===== src/rtl/kf8237_bus_initiator.sv =====
// CPU-side bus master issuing timed I/O read/write cycles to the KF8237 register file.
// Define KF8237_AUTO_CLEAR_BYTE_POINTER_EN to prefix word accesses with a byte-pointer clear.
module kf8237_bus_initiator #(
    parameter int unsigned SETUP_CYCLES  = 1,
    parameter int unsigned STROBE_CYCLES = 2,
    parameter int unsigned HOLD_CYCLES   = 1
) (
    input  logic        clock_i,
    input  logic        reset_i,
    input  logic        req_valid_i,
    output logic        req_ready_o,
    input  logic        req_write_i,
    input  logic        req_word_i,
    input  logic [3:0]  req_address_i,
    input  logic [15:0] req_data_i,
    output logic        rsp_valid_o,
    output logic [15:0] rsp_data_o,
    input  logic        bus_hold_i,
    output logic        busy_o,
    output logic        chip_select_n_o,
    output logic        io_read_n_o,
    output logic        io_write_n_o,
    output logic [3:0]  address_out_o,
    output logic [7:0]  data_bus_out_o,
    input  logic [7:0]  data_bus_in_i
);

    localparam int unsigned MaxSs  = (SETUP_CYCLES > STROBE_CYCLES) ? SETUP_CYCLES : STROBE_CYCLES;
    localparam int unsigned MaxCyc = (MaxSs > HOLD_CYCLES) ? MaxSs : HOLD_CYCLES;
    localparam int unsigned CntW   = $clog2(MaxCyc) + 1;

    typedef enum logic [2:0] {StIdle, StWait, StSetup, StStrobe, StHold, StDone} state_e;

    state_e            state_q, state_d;
    logic [CntW-1:0]   cnt_q, cnt_d;
    logic [1:0]        idx_q, idx_d;
    logic [3:0]        addr_q, addr_d;
    logic [15:0]       data_q, data_d;
    logic              write_q, write_d;
    logic              word_q, word_d;
    logic [15:0]       rd_q, rd_d;

    logic              req_ready_q, req_ready_d;
    logic              busy_q, busy_d;
    logic              rsp_valid_q, rsp_valid_d;
    logic [15:0]       rsp_data_q, rsp_data_d;
    logic              cs_n_q, cs_n_d;
    logic              ior_n_q, ior_n_d;
    logic              iow_n_q, iow_n_d;
    logic [3:0]        aout_q, aout_d;
    logic [7:0]        dout_q, dout_d;

    logic [12:0]       info_q, info_d;
    logic              active_d;

    function automatic logic [1:0] last_idx(input logic word);
`ifdef KF8237_AUTO_CLEAR_BYTE_POINTER_EN
        return word ? 2'd2 : 2'd0;
`else
        return word ? 2'd1 : 2'd0;
`endif
    endfunction

    // Access descriptor {write, address, data byte} for access number idx of a request.
    function automatic logic [12:0] access_info(input logic [1:0] idx, input logic [3:0] addr,
                                                input logic [15:0] data, input logic wr,
                                                input logic word);
`ifdef KF8237_AUTO_CLEAR_BYTE_POINTER_EN
        if (word && idx == 2'd0) return {1'b1, 4'hC, 8'h00};
`endif
        if (word && idx == last_idx(word)) return {wr, addr, data[15:8]};
        return {wr, addr, data[7:0]};
    endfunction

    assign info_q = access_info(idx_q, addr_q, data_q, write_q, word_q);
    assign info_d = access_info(idx_d, addr_d, data_d, write_d, word_d);

    always_comb begin
        state_d = state_q;
        cnt_d   = cnt_q + 1'b1;
        idx_d   = idx_q;
        addr_d  = addr_q;
        data_d  = data_q;
        write_d = write_q;
        word_d  = word_q;
        rd_d    = rd_q;

        unique case (state_q)
            StIdle: begin
                cnt_d = '0;
                if (req_valid_i) begin
                    addr_d  = req_address_i;
                    data_d  = req_data_i;
                    write_d = req_write_i;
                    word_d  = req_word_i;
                    idx_d   = 2'd0;
                    rd_d    = 16'h0000;
                    state_d = bus_hold_i ? StWait : StSetup;
                end
            end
            StWait: begin
                cnt_d = '0;
                if (!bus_hold_i) state_d = StSetup;
            end
            StSetup: begin
                if (cnt_q == CntW'(SETUP_CYCLES - 1)) begin
                    state_d = StStrobe;
                    cnt_d   = '0;
                end
            end
            StStrobe: begin
                if (cnt_q == CntW'(STROBE_CYCLES - 1)) begin
                    if (!info_q[12]) begin
                        if (word_q && idx_q == last_idx(word_q)) rd_d[15:8] = data_bus_in_i;
                        else                                   rd_d[7:0]  = data_bus_in_i;
                    end
                    state_d = StHold;
                    cnt_d   = '0;
                end
            end
            StHold: begin
                if (cnt_q == CntW'(HOLD_CYCLES - 1)) begin
                    cnt_d = '0;
                    if (idx_q == last_idx(word_q)) begin
                        state_d = StDone;
                    end else begin
                        idx_d   = idx_q + 1'b1;
                        state_d = StWait;
                    end
                end
            end
            StDone: begin
                cnt_d   = '0;
                state_d = StIdle;
            end
            default: begin
                cnt_d   = '0;
                state_d = StIdle;
            end
        endcase
    end

    // Outputs are registered: derive them from the state being entered.
    always_comb begin
        active_d    = (state_d == StSetup) || (state_d == StStrobe) || (state_d == StHold);
        req_ready_d = (state_d == StIdle);
        busy_d      = (state_d != StIdle);
        rsp_valid_d = (state_d == StDone);
        rsp_data_d  = rsp_data_q;
        if (state_d == StDone) begin
            rsp_data_d = write_q ? 16'h0000 : (word_q ? rd_d : {8'h00, rd_d[7:0]});
        end
        cs_n_d  = !active_d;
        ior_n_d = !((state_d == StStrobe) && !info_d[12]);
        iow_n_d = !((state_d == StStrobe) && info_d[12]);
        aout_d  = active_d ? info_d[11:8] : aout_q;
        dout_d  = (active_d && info_d[12]) ? info_d[7:0] : dout_q;
    end

    always_ff @(posedge clock_i) begin
        if (reset_i) begin
            state_q     <= StIdle;
            cnt_q       <= '0;
            idx_q       <= 2'd0;
            addr_q      <= 4'h0;
            data_q      <= 16'h0000;
            write_q     <= 1'b0;
            word_q      <= 1'b0;
            rd_q        <= 16'h0000;
            req_ready_q <= 1'b1;
            busy_q      <= 1'b0;
            rsp_valid_q <= 1'b0;
            rsp_data_q  <= 16'h0000;
            cs_n_q      <= 1'b1;
            ior_n_q     <= 1'b1;
            iow_n_q     <= 1'b1;
            aout_q      <= 4'h0;
            dout_q      <= 8'h00;
        end else begin
            state_q     <= state_d;
            cnt_q       <= cnt_d;
            idx_q       <= idx_d;
            addr_q      <= addr_d;
            data_q      <= data_d;
            write_q     <= write_d;
            word_q      <= word_d;
            rd_q        <= rd_d;
            req_ready_q <= req_ready_d;
            busy_q      <= busy_d;
            rsp_valid_q <= rsp_valid_d;
            rsp_data_q  <= rsp_data_d;
            cs_n_q      <= cs_n_d;
            ior_n_q     <= ior_n_d;
            iow_n_q     <= iow_n_d;
            aout_q      <= aout_d;
            dout_q      <= dout_d;
        end
    end

    assign req_ready_o     = req_ready_q;
    assign busy_o          = busy_q;
    assign rsp_valid_o     = rsp_valid_q;
    assign rsp_data_o      = rsp_data_q;
    assign chip_select_n_o = cs_n_q;
    assign io_read_n_o     = ior_n_q;
    assign io_write_n_o    = iow_n_q;
    assign address_out_o   = aout_q;
    assign data_bus_out_o  = dout_q;

endmodule


===== config.mk =====
export PLATFORM = sky130hd
export DESIGN_NAME = kf8237_bus_initiator
export DESIGN_NICKNAME = d
export VERILOG_FILES = /design/src/rtl/kf8237_bus_initiator.sv
export SDC_FILE = /design/constraint.sdc
export NUM_CORES = 1
export LEC_CHECK = 0
export CAP_MARGIN = 20
export CORE_MARGIN = 2
export CORE_UTILIZATION = 51
export DETAILED_ROUTE_END_ITERATION = 6
export PLACE_DENSITY = 0.8
export SLEW_MARGIN = 20
export SYNTH_ARGS = -nofsm -noshare
export SYNTH_HDL_FRONTEND = slang
export SYNTH_SLANG_ARGS = --single-unit

===== constraint.sdc =====
create_clock -name clock_i -period 2.7 [get_ports clock_i]
set_input_delay 0.27 -clock clock_i [delete_from_list [all_inputs] [get_ports clock_i]]
set_output_delay 0.27 -clock clock_i [all_outputs]
set_load 0.03 [all_outputs]

Yosys cells after proc, flatten, opt, wreduce, memory -nomap -nowiden --
Index checks and enable logic that the tools add are counted.
Storage, ports and cells: flip-flop bits (word level) 79, output and inout bits 34, word-level logic and storage cells 85
Operators by class: add/subtract/negate cells 2, equality and inequality tests 11, muxes and demuxes 39, reduce and logical (&&, ||, !) cells 16
Operators with widths (count):
- $mux 16 | 7
- $mux 13 | 4
- $pmux 16 s2 | 1
- $mux 3 | 6
- $mux 8 | 2
- $pmux 3 s5 | 1
- $eq 3x2->1 const B | 4
- $mux 2 | 6
- $eq 3x3->1 const B | 3
- $mux 1 | 8
- $mux 4 | 2
- $pmux 2 s2 | 2
- $logic_not 3->1 | 2
- $logic_and 1x1->1 | 5
- $add 2x1->2 const B | 2
- $eq 2x1->1 | 2
- $logic_not 1->1 | 4
- $eq 3x1->1 const B | 1
- $reduce_bool 3->1 | 1
- $eq 2x1->1 const B | 1
- $logic_not 2->1 | 1
- $logic_or 1x1->1 | 2
- $reduce_or 2->1 | 1

Longest topological paths before layout --
Gate-level depths: netlist of the first run.
word-level depth 12, gate-level depth with buffers 10

Least setup slack after synthesis of the first run --
OpenSTA, ideal clock, no wires.
path kind register -> register, start point register state_q[1], end point register rsp_data_q[10] (netlist: rsp_data_o[10]), arrival time 2079 ps, slack 505 ps, stages on the path, launching flop included 10, path buffers 4, period minus slack after synthesis 2195 ps, path through dfxtp_1 > clkbuf_1 > or3b_1 > or3_4 > and2_4 > buf_6 > o21ba_1 > buf_6 > buf_6 > a22o_1
On the way: cells in the longest elaborated chain, start to end 4, elaborated cells between the ends (all ways) 15, those cells by class eq/ne (5); mux (9); reduce/logical (1)
RTL lines:
- start, declared | RTL line 34 | state_e state_q, state_d;
- start signal, assigned | RTL line 162 | state_q <= StIdle;
- start signal, assigned | RTL line 180 | state_q <= state_d;
- $eq 3x2->1 / $logic_not 3->1 (equally long branches) | RTL line 88 | unique case (state_q)
- $pmux 16 s2 | RTL line 88
- $mux 16 (2 in a row) | RTL line 151 | rsp_data_d = write_q ? 16'h0000 : (word_q ? rd_d : {8'h00, rd_d[7:0]});
- end signal, assigned | RTL line 191 | rsp_data_q <= rsp_data_d;
- end, declared | RTL line 46 | logic [15:0] rsp_data_q, rsp_data_d;
Several ways; a longest one is shown, not always the timed one. A chain may end at the register's enable or synchronous reset.

Worst setup path after layout of the first run --
start point register cnt_q[0], end point register dout_q[7] (netlist: data_bus_out_o[7])
On the way: cells in the longest elaborated chain, start to end 8, elaborated cells between the ends (all ways) 18, those cells by class eq/ne (5); mux (8); reduce/logical (5)
RTL lines:
- start, declared | RTL line 35 | logic [CntW-1:0] cnt_q, cnt_d;
- start signal, assigned | RTL line 181 | cnt_q <= cnt_d;
- $logic_not 2->1 | RTL line 106, 122
- $mux 2 | RTL line 122 | if (cnt_q == CntW'(HOLD_CYCLES - 1)) begin
- $pmux 2 s2 | RTL line 88
- $eq 2x1->1 | RTL line 71 | if (word && idx == last_idx(word)) return {wr, addr, data[15:8]};
- $logic_and 1x1->1 | RTL line 71
- $mux 1 | RTL line 71
- $mux 13 | RTL line 72 | return {wr, addr, data[7:0]};
- $logic_and 1x1->1 | RTL line 157 | dout_d = (active_d && info_d[12]) ? info_d[7:0] : dout_q;
- end signal, assigned | RTL line 196 | dout_q <= dout_d;
- end, declared | RTL line 51 | logic [7:0] dout_q, dout_d;
Several ways; a longest one is shown, not always the timed one.

==> results.yml, run 1 <==
die:
  rows: 29
  design.die.area_mm2: 0.00706
  die_w_um: 84.1
  dieHeight_um: 84.1
  fp.coreArea_mm2: 0.00628
  io_pins: 68
  start_util_pct: 52.1
timing:
  rsz0062_at_grt: "false"
  finalCritPeriodShare_pct: 86.0
  period_minus_slack_ps: 2320
  slew_violations: 0
  finalWorstSetupSlack_ps: 378
  max_clock_freq_ghz: 0.431
  tns_ps: 0
  setup_violations: 0
  max_slew_margin_pct: 56.6
  worst_pin_slew_ps: 651
  fin_worst_skew_ps: 10.0
  hold_viol: 0
final_layout:
  final_cell_mix: "dfxtp_1 (79), clkdlybuf4s50_1 (66), nand2_1 (40), nor2_1 (40), a22o_1 (29)"
  nets: 457
  final_common_cell: "dfxtp_1"
  drive_gt1_share_pct: 11.1
  antenna_cells: 0
  final_core_util_pct: 67.8
  syn_to_final_growth_pct: 30.2
yosys:
  netlist_instances: 350
  synth.area.top_cells: "dfxtp_1 (48%), a22o_1 (7.8%), nand2_1 (4.6%)"
  ys_seq_elements: 79
  synth_cell_type_count: 50
  synth_warnings: 0
  synthFlopType: "dfxtp_1"
  synthesis.nets: 389
  synth_top_cell_by_area: "dfxtp_1"
  syn_area_mm2: 0.00327
  seq_area_frac_synth_pct: 48.4
  syn_area_per_cell_um2: 9.34
  synth_edf_count: 0
  ys_async_sr_fraction_pct: 0
  synth_top_area_share_pct: 48.4
power:
  ir_worst_vdd_mv: 0.520
  p_leak_nw: 1.59
  powerDensity_mw_per_mm2: 616
grt:
  grt_pass1_vias: 2610
  grt_max_degree: 34
  antenna_found_initial: 0
  grt_pass1_wl_um: 12200
  grt.overflow.total: 0
  grt.total_usage_pct: 21.2
place:
  pre_cts_ws_ps: 219
  gp_congestion: 0.885
  port-buffer-count: 67
  dp_hpwl_um: 4890
critical_path:
  crit_start: "cnt_q[0]"
  setup.worst_path.class: "reg2reg"
  cp_max_fo: 8
  critical_path.startpoint_type: "flop"
  r2r_start: "cnt_q[0]"
  worstRegToRegCells: 7
  reg2reg_to: "data_bus_out_o[7]"
  arrival_ps: 2570
  crit_path_end_kind: "flop"
  cp-endpoint: "data_bus_out_o[7]"
  r2r_slack_ps: 380
  crit_required_ps: 2950
clock_network:
  postCtsHoldBufs: 0
  cts_max_path_buffers: 2
  post_cts_buffers: 0
  cts_tree: "done"
  cts_root_buf: "clkbuf_8"
  clk_pin_slew_ps: 80
  cts_max_level: 3
  cts_buffers: 9
  ctsResizeCount: 0
  cts.sinks: 79
  worstSkewPairLatency_ps: 350
outcome:
  outcome: "finished, final reports clean"
route:
  wirelength_um: 7180
  viasPerCell: 5.37
  wl_met3_um: 398
  drt-pass1-iter-count: 4
  highest_layer: "met4"
  drc: 0
  antenna_left: 0
  vias: 2685
  wl_met1_um: 3290
  drt_iter0_drc: 117
  dr_wl_met2_um: 3440
  wl_per_cell_um: 14.4
flow_run:
  max-cap-violations: 0
hold_path:
  hold_path_class: "in2reg"
  hold_path_depth: 2
cells in the mapped netlist (all sizes together), types with 2 or more instances:
library cell  number
a31oi              3
a22o              29
nand2             40
nand2b             7
a211oi             9
dfxtp             79
ha                 5
nor4               3
nor4b              2
nor3b              2
mux2i              5
nor2b             14
clkbuf            14
mux2               9
nand4b             2
a21oi             27
o32ai              8
inv               12
nor2              40
o21bai             2
o21ba              2
buf                9
o21ai              4
nor3               5
worst max-delay path, cell delays in order, from the launching register on:
cell	delay (ps)
dfxtp_1	360
inv_1	100
ha_1	250
and4bb_2	250
mux2_2	230
nand4_1	390
mux2_2	420
o32ai_1	220
layout make-up:
cell class,instances,area (um^2)
fill,498,2020
clock buffer,9,124
multi-input combinational,236,1530
inverter,12,45.0
sequential,79,1580
tap,77,96.3
timing repair buffer,80,763
clock inverter,7,113
how the worst min path moves through the flow:
stage / endpoint / slack [ps] / startpoint
after floorplan: data_q[0] / 410 / req_data_i[0]
after global placement: data_q[6] / 440 / data_q[6]
after detailed placement: data_q[14] / 450 / data_q[14]
after CTS: cnt_q[0] / 400 / reset_i
after global routing: cnt_q[0] / 400 / reset_i
final: cnt_q[0] / 400 / reset_i
layer usage:
| layer | GRT usage [%] | up-vias |
|---|---|---|
| met5 | 0 | - |
| met4 | 4.99 | 0 |
| met2 | 34.5 | 72 |
| met1 | 27.6 | 1245 |
| li1 | - | 1363 |
| met3 | 6.53 | 5 |
through the flow:
step,power (mW),hold WS (ps),instance area (um^2),std cells
2_1_floorplan,1.48,406,3270,350
3_3_place_gp,1.63,443,4020,484
3_5_place_dp,1.63,447,4020,484
4_1_cts,2.65,402,4260,500
5_1_grt,2.73,404,4260,500
6_report,2.62,402,4260,500
state kept, by name (all words and copies together), names as in the netlist:
register / cells
data_q: 16
rd_q: 16
rsp_data_o: 16
data_bus_out_o: 8
addr_q: 4
address_out_o: 4
state_q: 3
cnt_q: 2
idx_q: 2
busy_o: 1
chip_select_n_o: 1
io_read_n_o: 1
io_write_n_o: 1
req_ready_o: 1
rsp_valid_o: 1
word_q: 1
write_q: 1
kinds of logic after synthesis:
group | Yosys count | synth area share [%]
and+or+nand+nor | 125 | 19.6
AOI/OAI and AO/OA | 90 | 20.0
xor gates and xnor gates | 2 | 0.536
buffers and inverters | 35 | 4.94
muxes | 14 | 4.63
DFF | 79 | 48.4
adders and majority gates | 5 | 1.91
where the power goes:
group / total (mW) / leakage [nW] / internal (mW) / switching [mW]
registers: 1.24 / 0.642 / 1.21 / 0.0278
clock network: 1.01 / 0.115 / 0.541 / 0.473
logic: 0.370 / 0.832 / 0.166 / 0.204
total: 2.62 / 1.59 / 1.92 / 0.705
No activity file was read; power rests on OpenSTA's default activity.
==> inputs of run 2 (changes only) <==
PLACE_DENSITY = unset   (was 0.8)
PLACE_DENSITY_LB_ADDON = 0.2   (was unset)
==> run 2 against run 1 <==
  * Via count up 0.45%
  * Clock power down 28%
  * Sequential power about the same
  * Wire length down 2.1%
  * Sequential cell count unchanged
  * Total power down 11%
  * Global-route usage down 0.46 points
  * Non-clock buffer count down 4
  * Critical path depth unchanged
  * First-iteration DRC count up 1.7%
  * Cell area down 2.7%
==> results.yml, run 2 (synthesized netlist as in run 1, its figures left out) <==
hold_path:
  hold_path_class: "reg2reg"
critical_path:
  crit_chain: "inv_1, ha_1, and4bb_2, mux2_2, nand4_1, mux2_2, o32ai_1"
  slowest_stage: "mux2_2"
  arrival_ps: 2650
  r2r_slack_ps: 270
  worstRegToRegCells: 7
  setup.worst_path.class: "reg2reg"
  path_depth: 7
  reg2reg_to: "data_bus_out_o[0]"
  crit_required_ps: 2920
  cp_max_fo: 8
  cp-endpoint: "data_bus_out_o[0]"
  path_common_cell: "mux2_2"
  slowest_delay_ps: 420
  crit_start: "cnt_q[0]"
  cp_top_family: "simple AND/OR/NAND/NOR gates"
  critical_path.startpoint_type: "flop"
  crit_path_end_kind: "flop"
  cp.buffers_inverters: 1
  r2r_start: "cnt_q[0]"
grt:
  antenna_found_initial: 0
  grt_pass1_vias: 2606
  grt_max_degree: 43
  grt.overflow.total: 0
  grt_pass1_wl_um: 12000
  grt.total_usage_pct: 20.7
timing:
  hold_viol: 0
  period_minus_slack_ps: 2430
  slew_violations: 0
  rsz0062_at_grt: "false"
  finalCritPeriodShare_pct: 89.9
  tns_ps: 0
  finalWorstSetupSlack_ps: 273
  worst_pin_slew_ps: 765
  setup_violations: 0
  max_clock_freq_ghz: 0.412
  fin_worst_skew_ps: 9.48
  max_slew_margin_pct: 49.0
clock_network:
  cts_root_buf: "clkbuf_8"
  cts_max_level: 3
  cts.sinks: 79
  cts_max_path_buffers: 2
  postCtsHoldBufs: 0
  cts_tree: "done"
  cts_buffers: 9
  ctsResizeCount: 0
  clk_pin_slew_ps: 80
  worstSkewPairLatency_ps: 340
  post_cts_buffers: 0
die:
  die_w_um: 84.1
  design.die.area_mm2: 0.00706
  io_pins: 68
  start_util_pct: 52.1
  dieHeight_um: 84.1
  rows: 29
  fp.coreArea_mm2: 0.00628
place:
  dp_hpwl_um: 4900
  place_inst: 480
  port-buffer-count: 67
  pre_cts_ws_ps: 285
  gp_congestion: 0.790
route:
  drt-pass1-iter-count: 4
  drt_iter0_drc: 119
  vias: 2697
  wl_per_cell_um: 14.2
  wirelength_um: 7030
  viasPerCell: 5.46
  antenna_left: 0
  drc: 0
power:
  ir_worst_vdd_mv: 0.345
  p_leak_nw: 1.53
  power_mw: 2.32
  powerDensity_mw_per_mm2: 560
final_layout:
  syn_to_final_growth_pct: 26.8
  drive_gt1_share_pct: 9.59
  nets: 453
  stdcell_count: 494
  final_common_cell: "dfxtp_1"
  final_cell_mix: "dfxtp_1 (79), clkdlybuf4s50_1 (66), nand2_1 (40), nor2_1 (40), a22o_1 (29)"
  antenna_cells: 0
flow_run:
  max-cap-violations: 0
outcome:
  outcome: "finished, final reports clean"
[run 2: area by class of cell]
class / count / area [um^2]
fill: 556 / 2130
inverter: 12 / 45.0
tap: 77 / 96.3
timing repair buffer: 76 / 733
clock inverter: 4 / 25.0
multi-input combinational: 236 / 1530
sequential: 79 / 1580
clock buffer: 10 / 128
[run 2: worst reg2reg max path: stages, from the launching register on]
cell and delay (ps):
dfxtp_1 380, inv_1 110, ha_1 260, and4bb_2 260
mux2_2 230, nand4_1 390, mux2_2 430, o32ai_1 270
[run 2: how the worst min path moves through the flow]
stage                        startpoint          to  slack, ps  cells past startpoint
after floorplan           req_data_i[0]   data_q[0]        410                      2
after global placement        data_q[2]   data_q[2]        440                      2
after detailed placement      data_q[9]   data_q[9]        450                      2
after CTS                     data_q[9]   data_q[9]        460                      2
after global routing          data_q[9]   data_q[9]        480                      2
final                        data_q[11]  data_q[11]        460                      2
[run 2: per-stage QoR]
stage,hold WS [ps],utilization [%],cell area [um^2]
after floorplan,406,-,3270
after global placement,443,63.6,3990
after detailed placement,447,63.6,3990
after CTS,458,66.0,4140
after global routing,477,66.0,4140
final,457,66.0,4140
[run 2: report_power, final]
part	leakage (nW)	internal (mW)	total, mW	switching (mW)
Combinational	0.812	0.157	0.356	0.199
Sequential	0.642	1.21	1.24	0.0322
Clock	0.0740	0.321	0.723	0.402
Total	1.53	1.69	2.32	0.633
[run 2: routing by layer]
layer | up-vias | track usage, % | wire length, um
met1 | 1269 | 27.7 | 3350
met5 | - | 0 | 0
met2 | 66 | 33.0 | 3280
met4 | 0 | 7.92 | 79
met3 | 9 | 4.25 | 320
li1 | 1353 | - | -
==> inputs of run 3 (changes only) <==
HOLD_SLACK_MARGIN = 0.15   (was unset)
==> results of run 3 <==
No change in the layout: final DEF, timing and power equal those of run 2.
